<file path="config.mk">
export PLATFORM = sky130hd
export DESIGN_NAME = mem_stage_sram
export DESIGN_NICKNAME = d
export VERILOG_FILES = /design/src/rtl/mem_stage_sram_pkg.sv /design/src/rtl/mem_stage_sram_mem_wb.sv /design/src/rtl/mem_stage_sram.sv
export SDC_FILE = /design/constraint.sdc
export NUM_CORES = 1
export LEC_CHECK = 0
export BUFFER_PORTS_ARGS = -buffer_cell sky130_fd_sc_hd__clkbuf_2
export CAP_MARGIN = 25
export CORE_UTILIZATION = 44
export CTS_BUF_LIST = sky130_fd_sc_hd__clkbuf_16
export DETAILED_ROUTE_END_ITERATION = 12
export GPL_TIMING_DRIVEN = 0
export PLACE_DENSITY = 0.76
export SLEW_MARGIN = 20
export SYNTH_ARGS = -nofsm -noshare
export SYNTH_HDL_FRONTEND = slang
export SYNTH_SLANG_ARGS = --single-unit
</file>
<file path="constraint.sdc">
create_clock -name clk -period 1.6 [get_ports clk]
set_clock_uncertainty 0.1 [all_clocks]
set_input_delay 0.32 -clock clk [delete_from_list [all_inputs] [get_ports clk]]
set_output_delay 0.32 -clock clk [all_outputs]
set_load 0.01 [all_outputs]
</file>
<file path="src/rtl/mem_stage_sram_pkg.sv">
// Shared definitions for the memory stage: FSM states, default parameters and constants.
package mem_stage_sram_pkg;

  typedef enum logic [1:0] {
    ST_IDLE     = 2'd0,
    ST_ACCESS   = 2'd1,
    ST_COMPLETE = 2'd2
  } mem_state_e;

  localparam int unsigned BASE_ADDR_DEF = 1024;
  localparam int unsigned TIMEOUT_DEF   = 255;
  localparam logic [31:0] LOAD_ERR_DATA = 32'hDEADBEEF;

  // Byte offset of an execute-stage address from the start of data memory (wraps).
  function automatic logic [31:0] byte_offset(input logic [31:0] addr,
                                              input logic [31:0] base);
    return addr - base;
  endfunction

endpackage

</file>
<file path="src/rtl/mem_stage_sram_mem_wb.sv">
// MEM/WB pipeline register: loads a new instruction, inserts a bubble, or holds.
module mem_wb_reg (
  input  logic        clk,
  input  logic        rst_n,
  input  logic        load_i,
  input  logic        bubble_i,
  input  logic        data_load_i,
  input  logic        wb_en_i,
  input  logic        mem_r_en_i,
  input  logic [3:0]  dest_i,
  input  logic [31:0] alu_res_i,
  input  logic [31:0] mem_data_i,
  output logic        wb_en_o,
  output logic        mem_r_en_o,
  output logic [3:0]  dest_o,
  output logic [31:0] alu_res_o,
  output logic [31:0] mem_data_o
);

  logic        wb_en_q, wb_en_d;
  logic        mem_r_en_q, mem_r_en_d;
  logic [3:0]  dest_q, dest_d;
  logic [31:0] alu_res_q, alu_res_d;
  logic [31:0] mem_data_q, mem_data_d;

  // Bubble clears only the control bits; payload fields keep their last value.
  always_comb begin
    wb_en_d    = wb_en_q;
    mem_r_en_d = mem_r_en_q;
    dest_d     = dest_q;
    alu_res_d  = alu_res_q;
    mem_data_d = mem_data_q;
    if (bubble_i) begin
      wb_en_d    = 1'b0;
      mem_r_en_d = 1'b0;
    end else if (load_i) begin
      wb_en_d    = wb_en_i;
      mem_r_en_d = mem_r_en_i;
      dest_d     = dest_i;
      alu_res_d  = alu_res_i;
      if (data_load_i) begin
        mem_data_d = mem_data_i;
      end
    end
  end

  // Register state with asynchronous clear.
  always_ff @(posedge clk or negedge rst_n) begin
    if (!rst_n) begin
      wb_en_q    <= 1'b0;
      mem_r_en_q <= 1'b0;
      dest_q     <= '0;
      alu_res_q  <= '0;
      mem_data_q <= '0;
    end else begin
      wb_en_q    <= wb_en_d;
      mem_r_en_q <= mem_r_en_d;
      dest_q     <= dest_d;
      alu_res_q  <= alu_res_d;
      mem_data_q <= mem_data_d;
    end
  end

  assign wb_en_o    = wb_en_q;
  assign mem_r_en_o = mem_r_en_q;
  assign dest_o     = dest_q;
  assign alu_res_o  = alu_res_q;
  assign mem_data_o = mem_data_q;

endmodule

</file>
<file path="src/rtl/mem_stage_sram.sv">
// Memory stage: req/ack data-memory master, upstream freeze and the MEM/WB register.
// Optional bus timeout is enabled with the MEM_TIMEOUT_EN macro.
module mem_stage_sram
  import mem_stage_sram_pkg::*;
#(
  parameter int unsigned BASE_ADDR = BASE_ADDR_DEF,
  parameter int unsigned ADDR_W    = 16,
  parameter int unsigned TIMEOUT   = TIMEOUT_DEF
) (
  input  logic              clk,
  input  logic              rst,
  input  logic              mem_r_en_in,
  input  logic              mem_w_en_in,
  input  logic              wb_en_in,
  input  logic [3:0]        dest_in,
  input  logic [31:0]       alu_res_in,
  input  logic [31:0]       val_rm_in,
  output logic              bus_req,
  output logic              bus_we,
  output logic [ADDR_W-1:0] bus_addr,
  output logic [31:0]       bus_wdata,
  input  logic [31:0]       bus_rdata,
  input  logic              bus_ack,
  output logic              freeze,
  output logic              wb_en_out,
  output logic              mem_r_en_out,
  output logic [3:0]        dest_out,
  output logic [31:0]       alu_res_out,
  output logic [31:0]       mem_data_out,
  output logic              mem_err
);

  mem_state_e state_q, state_d;

  logic              launch;
  logic              ack_take;
  logic              tmo;

  logic [ADDR_W-1:0] bus_addr_q, bus_addr_d;
  logic              bus_we_q, bus_we_d;
  logic [31:0]       bus_wdata_q, bus_wdata_d;
  logic [31:0]       data_q, data_d;

  logic [31:0]       byte_off;
  logic [ADDR_W-1:0] word_addr;
  logic              unused_addr_bits;

  // Word address: drop the byte lane bits, keep ADDR_W bits, no range check.
  assign byte_off         = byte_offset(alu_res_in, 32'(BASE_ADDR));
  assign word_addr        = byte_off[ADDR_W+1:2];
  assign unused_addr_bits = ^{byte_off[31:ADDR_W+2], byte_off[1:0]};

`ifdef MEM_TIMEOUT_EN
  localparam int unsigned CNT_W = ($clog2(TIMEOUT + 1) > 8) ? $clog2(TIMEOUT + 1) : 8;

  logic [CNT_W-1:0] wait_q, wait_d;
  logic             mem_err_q;

  // Wait counter: cleared on ACCESS entry, counts ACCESS cycles without ack.
  always_comb begin
    wait_d = wait_q;
    if (launch) begin
      wait_d = '0;
    end else if ((state_q == ST_ACCESS) && !bus_ack) begin
      wait_d = wait_q + 1'b1;
    end
  end

  // Wait counter and one-cycle error pulse (high during COMPLETE after a timeout).
  always_ff @(posedge clk or negedge rst) begin
    if (!rst) begin
      wait_q    <= '0;
      mem_err_q <= 1'b0;
    end else begin
      wait_q    <= wait_d;
      mem_err_q <= tmo;
    end
  end

  assign mem_err = mem_err_q;
`else
  localparam int unsigned unused_timeout = TIMEOUT;
  assign mem_err = 1'b0;
`endif

  // Next-state, freeze and bus request; freeze is gated so reset forces it low.
  always_comb begin
    state_d  = state_q;
    freeze   = 1'b0;
    bus_req  = 1'b0;
    launch   = 1'b0;
    ack_take = 1'b0;
    tmo      = 1'b0;
    unique case (state_q)
      ST_IDLE: begin
        if (rst && (mem_r_en_in || mem_w_en_in)) begin
          freeze  = 1'b1;
          launch  = 1'b1;
          state_d = ST_ACCESS;
        end
      end
      ST_ACCESS: begin
        freeze  = 1'b1;
        bus_req = 1'b1;
        if (bus_ack) begin
          ack_take = 1'b1;
          state_d  = ST_COMPLETE;
        end
`ifdef MEM_TIMEOUT_EN
        else if (wait_q == CNT_W'(TIMEOUT - 1)) begin
          tmo     = 1'b1;
          state_d = ST_COMPLETE;
        end
`endif
      end
      ST_COMPLETE: begin
        state_d = ST_IDLE;
      end
      default: begin
        state_d = ST_IDLE;
      end
    endcase
  end

  // State register.
  always_ff @(posedge clk or negedge rst) begin
    if (!rst) begin
      state_q <= ST_IDLE;
    end else begin
      state_q <= state_d;
    end
  end

  // Bus fields latch at launch; load data captured on ack (reads only) or on timeout.
  always_comb begin
    bus_addr_d  = bus_addr_q;
    bus_we_d    = bus_we_q;
    bus_wdata_d = bus_wdata_q;
    data_d      = data_q;
    if (launch) begin
      bus_addr_d  = word_addr;
      bus_we_d    = mem_w_en_in;
      bus_wdata_d = val_rm_in;
    end
    if (ack_take && !bus_we_q) begin
      data_d = bus_rdata;
    end else if (tmo) begin
      data_d = LOAD_ERR_DATA;
    end
  end

  // Bus driver and captured-data registers.
  always_ff @(posedge clk or negedge rst) begin
    if (!rst) begin
      bus_addr_q  <= '0;
      bus_we_q    <= 1'b0;
      bus_wdata_q <= '0;
      data_q      <= '0;
    end else begin
      bus_addr_q  <= bus_addr_d;
      bus_we_q    <= bus_we_d;
      bus_wdata_q <= bus_wdata_d;
      data_q      <= data_d;
    end
  end

  assign bus_addr  = bus_addr_q;
  assign bus_we    = bus_we_q;
  assign bus_wdata = bus_wdata_q;

  // MEM/WB loads when not frozen; the load data only enters from COMPLETE.
  mem_wb_reg u_mem_wb (
    .clk         (clk),
    .rst_n       (rst),
    .load_i      (!freeze),
    .bubble_i    (freeze),
    .data_load_i (state_q == ST_COMPLETE),
    .wb_en_i     (wb_en_in),
    .mem_r_en_i  (mem_r_en_in),
    .dest_i      (dest_in),
    .alu_res_i   (alu_res_in),
    .mem_data_i  (data_q),
    .wb_en_o     (wb_en_out),
    .mem_r_en_o  (mem_r_en_out),
    .dest_o      (dest_out),
    .alu_res_o   (alu_res_out),
    .mem_data_o  (mem_data_out)
  );

endmodule

</file>
* After elaboration in Yosys (flattened, before gate mapping)
Cells that the tools add are included.
** Word-level totals
- Bits of input ports :: 106
- Output and inout port bits :: 122
- Bits in registers :: 153
** Operators by class
- Multiplexer cells :: 11
- Add/subtract/negate cells :: 1
- Reduce and logical (&&, ||, !) cells :: 7
- Eq/ne operators :: 4
- Bitwise operators :: 1
** Operator list (number)
- subtractor 18 x 11 -> 18 bit (second input constant) :: 1
- 2-to-1 mux 1 bit :: 7
- 2-to-1 mux 2 bit :: 2
- != test 2 bit (second input constant) :: 2
- one-hot mux 2 bit (2 select lines) :: 1
- AND reduction 2 bit :: 2
- equality test 2 x 1 -> 1 bit (second input constant) :: 1
- equality test 2 bit (second input constant) :: 1
- logical AND 1 bit :: 2
- logical NOT 2 bit :: 1
- one-hot mux 1 bit (2 select lines) :: 1
- logical NOT 1 bit :: 1
- logical OR 1 bit :: 1
- inverter 1 bit :: 1

* Depth between registers and ports, before layout
- Word-level depth :: 6
- Mapped depth :: 5
- Mapped depth without buffers :: 5

* Cells and area by module
From an unflattened synthesis, not the netlist that was laid out.
** Second synthesis, totals
- Cell total of the unflattened synthesis :: 364
- Area, all modules :: 6017.0 um^2
** Modules (own cells, without submodules)
- mem_stage_sram :: cells an instance 213, area an instance 3261.9 um^2, instances 1, sequential area each 2077.0 um^2
- mem_wb_reg :: cells an instance 151, area an instance 2755.1 um^2, instances 1, sequential area each 1751.7 um^2

* Worst setup path after synthesis
OpenSTA, ideal clock, no wires.
- Path type :: reg2reg
- Start :: register state_q[1]
- End :: register bus_wdata_q[0] (netlist: bus_wdata[0])
- Clock period less this slack :: 1.691 ns
- Library setup time :: 0.125 ns
- Buffers on the path :: 1
- Arrival :: 1.466 ns
- Cell stages (with the launch flop) :: 5
- Path slack :: -0.091 ns
- Path through :: dfrtp_1 > or2_2 > nor2_4 > buf_4 > mux2_2
** On the way
- Cells in the longest elaborated chain, start to end :: 2
** Ends and longest elaborated chain
- start, declared :: RTL line mem_stage_sram.sv:33 : mem_state_e state_q, state_d;
- start signal, assigned :: RTL line mem_stage_sram.sv:130 : state_q <= state_d;
- logical NOT 2 bit :: RTL line mem_stage_sram.sv:94 : unique case (state_q)
- 2-to-1 mux 1 bit :: RTL line mem_stage_sram.sv:94
- end signal, assigned :: RTL line mem_stage_sram.sv:162 : bus_wdata_q <= bus_wdata_d;
- end, declared :: RTL line mem_stage_sram.sv:41 : logic [31:0] bus_wdata_q, bus_wdata_d;
Every way passes these cells.
A chain may end at the register's enable or synchronous reset.

* Final worst setup path
- Start :: register state_q[1]
- End :: register data_q[26]
** On the way
- Cells in the longest elaborated chain, start to end :: 3
** Ends and longest elaborated chain
- equality test 2 x 1 -> 1 bit :: RTL line mem_stage_sram.sv:94
- 2-to-1 mux 1 bit :: RTL line mem_stage_sram.sv:94
- logical AND 1 bit :: RTL line mem_stage_sram.sv:145 : if (ack_take && !bus_we_q) begin
- end signal, assigned :: RTL line mem_stage_sram.sv:163 : data_q <= data_d;
- end, declared :: RTL line mem_stage_sram.sv:42 : logic [31:0] data_q, data_d;
Every way passes these cells.

==> impl_metrics.csv <==
group,metric,value,unit
cells_and_area,finalInstanceArea,8766,sq um
global_route,grt_max_degree,40,
synthesis,synth.area.mux_share,27.21,%
placed_design,place.port_buffers,226,
synthesis,synth_fp_nets,465,
cells_and_area,drive_gt1_share,70.18,%
synthesis,yosysUniqueCellTypes,32,
die,core,12770,sq um
synthesis,synthTopCellsByCount,"153 x dfrtp_1, 109 x mux2_2, 32 x mux2_1",
synthesis,yosys.area_share.simple,2.015,%
die,dieArea,13730,sq um
detailed_routing,vias_per_cell,4.941,
detailed_routing,vias,4086,
critical_path,crit_buf_inv,2,
synthesis,yosys.area_share.adder,0.2144,%
global_route,grt_use_total,21.22,%
die,die_h,117.2,um
critical_path,slowest_stage,"dfrtp_2",
placed_design,hpwl,9041,um
synthesis,yosysTopAreaCell,"dfrtp_1",
sta,final_hold_viol_count,0,
die,start_util,45.69,%
synthesis,synth_edf_count,0,
synthesis,synth_top_family_by_area,"multiplexers",
global_route,grt_pass1_wl,21540,um
cells_and_area,nets,748,
global_route,antenna_found_initial,0,
critical_path,crit_required,1800,ps
synthesis,synth-xor-area-share,0.3002,%
die,die_w,117.2,um
detailed_routing,route.detailed.drc,0,
synthesis,yosysSeqAreaShare,65.61,%
synthesis,ys_top_cells_by_area,"dfrtp_1 66%, mux2_2 21%, mux2_1 6.2%",
critical_path,path_cells,"and3b_1, nor2b_4, buf_12, clkbuf_16, mux2_4",
synthesis,netlist_instances,358,
cts,clock_path_buffers,2,
sta,period_minus_slack,1734,ps
detailed_routing,ant_nets,0,
run_status,violations,"setup timing",
detailed_routing,wl,14730,um
sta,slew_headroom,40.33,%
pwr,power_leakage,0.004341,uW
sta,period_share,108.4,%
die,io_pins,228,
cts,clkTransAtPathRegs,60,ps
sta,setup_violations,65,
global_route,grt_overflow,0,
synthesis,syn-cell-area,5836,sq um
cts,cts_tree,"yes",
cts,cts_max_level,4,
synthesis,synth-compound-area-share,2.423,%
cts,cts_sinks,153,
pwr,power,15270,uW
synthesis,synth.avg_cell_area,16.30,sq um
placed_design,place_congestion,0.7462,
cells_and_area,num-fill-cells,890,
sta,final.setup.tns,-6509,ps
critical_path,cp-end-kind,"flip-flop",
worst_hold_path,hold_path.class,"input port to flip-flop",
cts,root_buffer,"clkbuf_16",
placed_design,place_area,7236,sq um
synthesis,synth-async-reset-ratio,100.0,%
global_route,first_global_vias,4247,
cts,numCtsBuffers,17,
critical_path,cp.arrival,1930,ps
critical_path,cpLargestDelayFamily,"flip-flops",
synthesis,yosysMostFrequentCell,"dfrtp_1",
sta,setup_slack,-133.6,ps
synthesis,ys_warn_count,0,
sta,finalMaxSlewViolations,0,
job,max-cap-violations,0,
sta,rsz0062_at_grt,"yes",
pwr,power_density,1743,nW/um^2
sta,holdWs,30.75,ps
detailed_routing,first_pass_iters,4,
die,row_count,41,
cts,clk_latency,420,ps
detailed_routing,routedWlPerCell,17.81,um
detailed_routing,drtIter0Drc,134,
run_status,outcome,"finished with violations",
sta,worstMarginPinSlew,892.1,ps
critical_path,cp_max_fo,8,
critical_path,start_kind,"flip-flop",
sta,max_freq,576.8,MHz
synthesis,yosysTopAreaCellShare,65.61,%
pwr,ir_drop,856.0,uV
cells_and_area,syn_to_final_growth,50.21,%
critical_path,critPathMaxStageDelay,460,ps
synthesis,synth_ff_type,"dfrtp_1",
critical_path,critical_path_class,"flip-flop to flip-flop",
synthesis,ys_seq_elements,153,
## timing repair
item	in CTS	in global routing
cloned	6	5
resized for setup	105	27
endpoints found under the setup margin	121	134
buffers inserted	14	5
pin swaps	2	5
endpoints found under the hold margin	116	18
hold buffers	7	1
## path summary, 6_finish.rpt
check / slack [ps] / startpoint / cells after the start / end
max reg2reg: -130 / state_q[1]$_DFFE_PN0P_ / 5 / data_q[26]$_DFFE_PN0P_
max: -130 / state_q[1]$_DFFE_PN0P_ / 5 / data_q[26]$_DFFE_PN0P_
min in group asynchronous: 380 / rst / 2 / bus_wdata[13]$_DFFE_PN0P_
max in group asynchronous: 210 / rst / 3 / state_q[1]$_DFFE_PN0P_
min reg2reg: 400 / u_mem_wb.alu_res_o[16]$_DFFE_PN0N_ / 1 / u_mem_wb.alu_res_o[16]$_DFFE_PN0N_
min: 30 / alu_res_in[19] / 2 / u_mem_wb.alu_res_o[19]$_DFFE_PN0N_
## layer usage
metal / global-route usage (%) / part of all wire [%] / vias up
met5: 0 / 0 / -
met4: 8.692 / 1.8 / 0
met3: 6.437 / 5.9 / 22
met2: 35.84 / 52 / 126
met1: 25.29 / 40 / 2104
li1: - / - / 1834
## layout make-up
class | count | area, sq um | share of cell area [%]
plain buffers | 15 | 201.4 | 2.298
inverters | 3 | 11.26 | 0.1285
diodes | 1 | 2.502 | 0.02855
flip-flops and latches | 153 | 3830 | 43.69
clock buffers | 17 | 425.4 | 4.853
multi-input cells | 186 | 2196 | 25.05
clock inverters | 15 | 158.9 | 1.813
well taps | 172 | 215.2 | 2.455
repair buffers | 265 | 1725 | 19.68
## where the power goes
| part | total, uW | switching [uW] | internal, uW |
|---|---|---|---|
| combinational | 5080 | 2090 | 2990 |
| sequential | 6240 | 846 | 5400 |
| clock | 3950 | 1530 | 2420 |
## metrics by stage
| stage | std cells | setup WS [ps] | utilization [%] |
|---|---|---|---|
| 6_report | 827 | -133.6 | 68.63 |
| 4_1_cts | 815 | -128.9 | 66.50 |
| 5_1_grt | 826 | -180.4 | 68.61 |
| 3_3_place_gp | 756 | -3506 | 56.36 |
| 3_5_place_dp | 757 | -1352 | 56.65 |
| 2_1_floorplan | 358 | -14.50 | - |
## placed cells by master (no fill, tap or decap), types with 2 or more instances in the layout
| cell type | Yosys | layout |
|---|---|---|
| clkbuf_8 | 0 | 2 |
| mux2_2 | 109 | 74 |
| nand2b_1 | 2 | 2 |
| clkinv_2 | 0 | 6 |
| bufbuf_16 | 0 | 2 |
| nor2_4 | 1 | 3 |
| nor2b_1 | 3 | 2 |
| xnor2_1 | 2 | 2 |
| o31ai_1 | 2 | 2 |
| bufinv_16 | 0 | 3 |
| inv_1 | 3 | 2 |
| clkinvlp_4 | 0 | 3 |
| clkbuf_16 | 0 | 23 |
| a31oi_1 | 3 | 2 |
| dlygate4sd3_1 | 0 | 7 |
| buf_4 | 4 | 13 |
| a21oi_1 | 4 | 3 |
| mux2_4 | 0 | 67 |
| buf_6 | 4 | 10 |
| dfrtp_1 | 153 | 152 |
| o21ai_0 | 9 | 9 |
| nand2_2 | 0 | 2 |
| buf_8 | 0 | 9 |
| clkbuf_2 | 0 | 223 |
| buf_12 | 0 | 6 |
| clkinv_1 | 0 | 2 |
## flip-flops by register name, summed over array words and instances (netlist names), 2 cells and up
name                 cells
u_mem_wb.dest_o          4
state_q                  2
bus_addr                16
u_mem_wb.mem_data_o     32
data_q                  32
bus_wdata               32
u_mem_wb.alu_res_o      32
## cell families (layout without fill, tap and decap cells)
kind of cell	after synthesis	count (layout)
AOI/OAI and AO/OA	23	23
xor gates and xnor gates	2	2
adders and majority gates	1	1
buffers and inverters	19	315
DFF	153	153
muxes	141	141
other	1	2
and+or+nand+nor	18	18
No activity file was read; power rests on OpenSTA's default activity.
